<file path="config.mk">
export PLATFORM = sky130hd
export DESIGN_NAME = sram_port_arbiter
export DESIGN_NICKNAME = d
export VERILOG_FILES = /design/src/rtl/sram_port_arbiter.sv
export SDC_FILE = /design/constraint.sdc
export NUM_CORES = 1
export LEC_CHECK = 0
export ABC_CLOCK_PERIOD_IN_PS = 4220
export BUFFER_PORTS_ARGS = -buffer_cell sky130_fd_sc_hd__buf_4
export CORE_AREA = 10 10 97 99
export DETAILED_ROUTE_END_ITERATION = 8
export DIE_AREA = 0 0 107 109
export PLACE_DENSITY = 0.65
export REMOVE_ABC_BUFFERS = 1
export SLEW_MARGIN = 10
export SYNTH_ARGS = -nofsm -noshare
export SYNTH_HDL_FRONTEND = slang
export SYNTH_SLANG_ARGS = --single-unit
</file>
<file path="constraint.sdc">
create_clock -name clk -period 4.22 [get_ports clk]
set_clock_uncertainty 0.1 [all_clocks]
set_input_delay 0.422 -clock clk [delete_from_list [all_inputs] [get_ports clk]]
set_output_delay 0.422 -clock clk [all_outputs]
set_load 0.05 [all_outputs]
</file>
<file path="src/rtl/sram_port_arbiter.sv">
// sram_port_arbiter
//
// Shares one synchronous SRAM port between the fetch stage (instruction
// requester) and the memory-access stage (data requester). At most one access
// is granted per cycle. The grant is combinational, and the read data returns
// one cycle later to whichever requester owns the in-flight access.
//
// Data accesses normally win. A starvation counter tracks how many times in a
// row data has been granted while fetch was waiting. When it reaches
// STARVE_LIMIT, the next contested cycle goes to fetch.
//
// Ports:
//   clk, reset                 clock and synchronous active-high reset
//   inst_req/inst_addr         fetch read request
//   inst_addr_ok               fetch request granted this cycle
//   inst_data_ok/inst_rdata    fetch read response (one cycle after grant)
//   data_req/data_wr/...       memory-stage request (read or byte-masked write)
//   data_addr_ok               data request granted this cycle
//   data_data_ok/data_rdata    data response (one cycle after grant)
//   sram_en/we/addr/wdata      SRAM command, driven in the grant cycle
//   sram_rdata                 SRAM read data, valid the cycle after sram_en
module sram_port_arbiter #(
  parameter int unsigned ADDR_W       = 32,
  parameter int unsigned DATA_W       = 32,
  parameter int unsigned STARVE_LIMIT = 4
) (
  input  logic                clk,
  input  logic                reset,
  // fetch requester
  input  logic                inst_req,
  input  logic [ADDR_W-1:0]   inst_addr,
  output logic                inst_addr_ok,
  output logic                inst_data_ok,
  output logic [DATA_W-1:0]   inst_rdata,
  // memory-stage requester
  input  logic                data_req,
  input  logic                data_wr,
  input  logic [DATA_W/8-1:0] data_wstrb,
  input  logic [ADDR_W-1:0]   data_addr,
  input  logic [DATA_W-1:0]   data_wdata,
  output logic                data_addr_ok,
  output logic                data_data_ok,
  output logic [DATA_W-1:0]   data_rdata,
  // SRAM port
  output logic                sram_en,
  output logic [DATA_W/8-1:0] sram_we,
  output logic [ADDR_W-1:0]   sram_addr,
  output logic [DATA_W-1:0]   sram_wdata,
  input  logic [DATA_W-1:0]   sram_rdata
);

  localparam int unsigned StrbW = DATA_W / 8;
  localparam int unsigned CntW  = $clog2(STARVE_LIMIT + 1);
  localparam logic [CntW-1:0] CntMax = CntW'(STARVE_LIMIT);

  // Owner of the access currently in flight on the SRAM.
  typedef enum logic [1:0] {
    StIdle = 2'd0,
    StInst = 2'd1,
    StData = 2'd2
  } owner_e;

  owner_e          owner_q;
  logic [CntW-1:0] starve_q, starve_d;
  logic            grant_inst, grant_data, fetch_forced;

  // ---------------------------------------------------------------------------
  // Grant decision
  // ---------------------------------------------------------------------------
  // Fetch is forced through only when both requesters compete and fetch has
  // already lost STARVE_LIMIT times in a row.
  assign fetch_forced = inst_req && (starve_q == CntMax);

  always_comb begin
    grant_inst = 1'b0;
    grant_data = 1'b0;
    if (!reset) begin
      if (data_req && !fetch_forced) begin
        grant_data = 1'b1;
      end else if (inst_req) begin
        grant_inst = 1'b1;
      end
    end
  end

  assign inst_addr_ok = grant_inst;
  assign data_addr_ok = grant_data;

  // ---------------------------------------------------------------------------
  // SRAM command
  // ---------------------------------------------------------------------------
  always_comb begin
    sram_en    = 1'b0;
    sram_we    = '0;
    sram_addr  = '0;
    sram_wdata = '0;
    if (grant_data) begin
      sram_en    = 1'b1;
      sram_addr  = data_addr;
      sram_wdata = data_wdata;
      sram_we    = data_wr ? data_wstrb : {StrbW{1'b0}};
    end else if (grant_inst) begin
      sram_en    = 1'b1;
      sram_addr  = inst_addr;
      sram_wdata = data_wdata;
    end
  end

  // ---------------------------------------------------------------------------
  // Starvation counter
  // ---------------------------------------------------------------------------
  // The counter only counts losses that fetch actually suffered. If fetch
  // stops asking, the history is irrelevant and the counter is cleared.
  always_comb begin
    starve_d = starve_q;
    if (grant_inst || !inst_req) begin
      starve_d = '0;
    end else if (grant_data && (starve_q != CntMax)) begin
      starve_d = starve_q + CntW'(1);
    end
  end

  always_ff @(posedge clk) begin
    if (reset) begin
      starve_q <= '0;
    end else begin
      starve_q <= starve_d;
    end
  end

  // ---------------------------------------------------------------------------
  // Owner FSM: remembers who was granted so the response can be routed back
  // ---------------------------------------------------------------------------
  always_ff @(posedge clk) begin
    if (reset) begin
      owner_q <= StIdle;
    end else begin
      unique case (1'b1)
        grant_data: owner_q <= StData;
        grant_inst: owner_q <= StInst;
        default:    owner_q <= StIdle;
      endcase
    end
  end

  // ---------------------------------------------------------------------------
  // Response routing
  // ---------------------------------------------------------------------------
  // The responses are gated by reset. An access granted in the cycle just
  // before reset is dropped rather than delivered while reset is high.
  always_comb begin
    inst_data_ok = 1'b0;
    data_data_ok = 1'b0;
    inst_rdata   = '0;
    data_rdata   = '0;
    if (!reset) begin
      unique case (owner_q)
        StInst: begin
          inst_data_ok = 1'b1;
          inst_rdata   = sram_rdata;
        end
        StData: begin
          data_data_ok = 1'b1;
          data_rdata   = sram_rdata;
        end
        default: ;
      endcase
    end
  end

endmodule

</file>
==> metrics.cfg <==
[run_status]
status = complete, no violations

[cells_and_area]
nFillCells = 746
multi_input_area_um2 = 1470
area_growth_syn_to_layout_pct = 119
final_cell_mix = buf_4, and2_1, nand3b_1
final_common_cell = buf_4
num_antenna_cells = 0
seqCellArea_um2 = 100
drive_above_1_share_pct = 56.3
final_nets = 646

[grt]
grt_max_degree = 72
grt_usage_pct = 18.8
grt_pass1_wl_um = 17300
grt_overflow = 0
grt_pass1_vias = 2926
antenna_found_initial = 0

[worst_setup_path]
critPathCaptureType = primary output
critPathLaunchType = register
r2r-start = starve_q[0]
critical_path_class = reg -> out
worstPathCellList = inv_1 > ha_1 > a21boi_2 > buf_4 > o22ai_1 > buf_4
crit_path_max_fanout = 18
crit_end = sram_addr[19]
cpMostUsedCell = buf_4
reg2reg_slack_ns = 2.27
cpPeakStageDelay_ns = 0.62
arrival_ns = 2.19
crit_slowest_cell = a21boi_2
worstRegToRegCells = 5
worst_ep_required_time_ns = 3.70
worstReg2RegEnd = owner_q[0]
crit_start = starve_q[0]

[flow_run]
drv_cap = 0

[clock_tree]
clock_latency_ns = 0.23
cts_tree = built
clock_path_buffers = 2
cts_hold_buf = 0
numClockSinks = 5
cts.repair.resized = 0
post_cts_buffers = 0
htree_levels = 1
clockRootBuffer = clkbuf_8
path_clk_slew_ns = 0.03
cts_made_buffers = 3

[power]
seqPwrFrac_pct = 8.3
p_clk_share_pct = 15.1
total_power_mw = 0.604
power.density_nw_per_um2 = 158
pwr-share-comb_pct = 76.7
p_sw_mw = 0.307
peakVddDrop_v = 0.0000909
p_leak_nw = 1.95
swShare_pct = 50.7
p_int_mw = 0.298

[routing]
via_per_inst = 4.73
antenna_left = 0
wire_per_inst_um = 20.1
drt-total-wl_um = 12200
vias = 2877
drc = 0
drtIter0Drc = 102
dr.pass1.iters = 6

[sta]
max_freq_mhz = 369
grt_setup_unrepaired = false
tightest_slew_ns = 0.762
finalSetupTns_ns = 0
relSlewSlack_pct = 48.9
slew_viol_final = 0
setup_viol_count_final = 0
hold_viol_final = 0
period_share_pct = 64.2
fin_crit_ns = 2.71

[die]
die_y_um = 109
coreArea_um2 = 7530
num_rows = 32
pin_count = 274
dieArea_um2 = 11700
die_w_um = 107
initial_core_util_pct = 23.2

[yosys]
synth_edf_count = 0
synth_xor_area_share_pct = 0
synthSimpleGateAreaFrac_pct = 68.8
synth-compound-area-share_pct = 13.8
synth_top_cells_by_area = and2_1, nand3b_1, o22ai_1
synth_mux_area_share_pct = 0
synth_top_area_share_pct = 34.3
netlist_area_um2 = 1750
syn_avg_cell_area_um2 = 6.81
yosys.cell_types.count = 23
synthAdderAreaFrac_pct = 1.43
syn_inst = 257
synth_flop_cell = dfxtp_1
async_reset_ff_share_pct = 0
synth_top_cell_by_area = and2_1
synth_warnings = 0
ys_seq_area_share_pct = 5.72
ys_seq_elements = 5
synth_top_family_by_area = simple AND/OR/NAND/NOR gates

[placement]
dpl.hpwl_um = 10400
numPortBuffers = 273
gp_congestion = 0.825

[hold_path]
hold_start = starve_q[0]
hold_class = reg -> reg

## synth_stat cells, types with 2 or more instances
cell type	count
nand2b_1	2
and2_1	96
buf_2	16
nor3_1	4
clkbuf_1	7
nor2_1	2
nor3b_1	2
ha_1	2
nand3b_1	65
clkbuf_2	4
nand2_1	4
inv_1	3
nor3b_2	2
dfxtp_1	5
o22ai_1	32
buf_6	3
a211oi_1	2
## layout make-up
cell class | count | area share, %
timing repair buffer | 276 | 54.2
multi-input combinational | 218 | 38.4
tap | 102 | 3.34
sequential | 5 | 2.62
clock buffer | 4 | 1.18
inverter | 3 | 0.294
## routing by layer
metal	global-route usage, %	vias up	part of all wire [%]	wire (um)
li1	-	1381	-	-
met1	16.4	1290	32	3880
met2	36.7	193	53	6430
met3	9.38	13	13	1630
met4	6.48	0	2.4	297
met5	0	-	0	0
## registers in the layout, indices dropped and copies added (netlist names)
name      count
starve_q      3
owner_q       2
## through the flow
step                      cell area [um2]  std cells  setup WS, ns  hold WS [ns]  util, %
after global routing                 3830        608          1.29         0.402     50.8
final                                3830        608          1.51         0.358     50.8
after detailed placement             3780        604          1.54         0.358     50.2
after global placement               3780        604          1.61         0.335     50.2
after CTS                            3830        608          1.47         0.367     50.8
after floorplan                      1580        226          1.49         0.322        -
## critical path, delay by kind of cell (launching register included)
kind	cells	cell delay, ns
AO/OA/AOI/OAI	2	0.72
adder cells (fa/ha/maj)	1	0.26
buffers and inverters	3	0.63
flip-flops	1	0.35
## worst min-delay path by stage
stage / endpoint / slack (ns) / cells past startpoint
finish: starve_q[0] / 0.36 / 1
global route: starve_q[0] / 0.40 / 1
CTS: starve_q[0] / 0.37 / 1
detailed placement: starve_q[0] / 0.36 / 1
global placement: starve_q[0] / 0.34 / 1
floorplan: starve_q[0] / 0.32 / 1
## power by group through the flow
stage / sequential, mW / combinational [mW] / clock (mW)
global placement: 0.0505 / 0.463 / 0
detailed placement: 0.0506 / 0.467 / 0
finish: 0.0498 / 0.463 / 0.0910
CTS: 0.0499 / 0.467 / 0.0927
floorplan: 0.0504 / 0.248 / 0
global route: 0.0501 / 0.487 / 0.0954
## kinds of logic after synthesis
family / after synthesis
buffers and inverters: 34
AO/OA/AOI/OAI: 37
flip-flops: 5
AND/OR/NAND/NOR: 179
adder cells (fa/ha/maj): 2
Note: power is estimated with default switching activity, not from simulation.
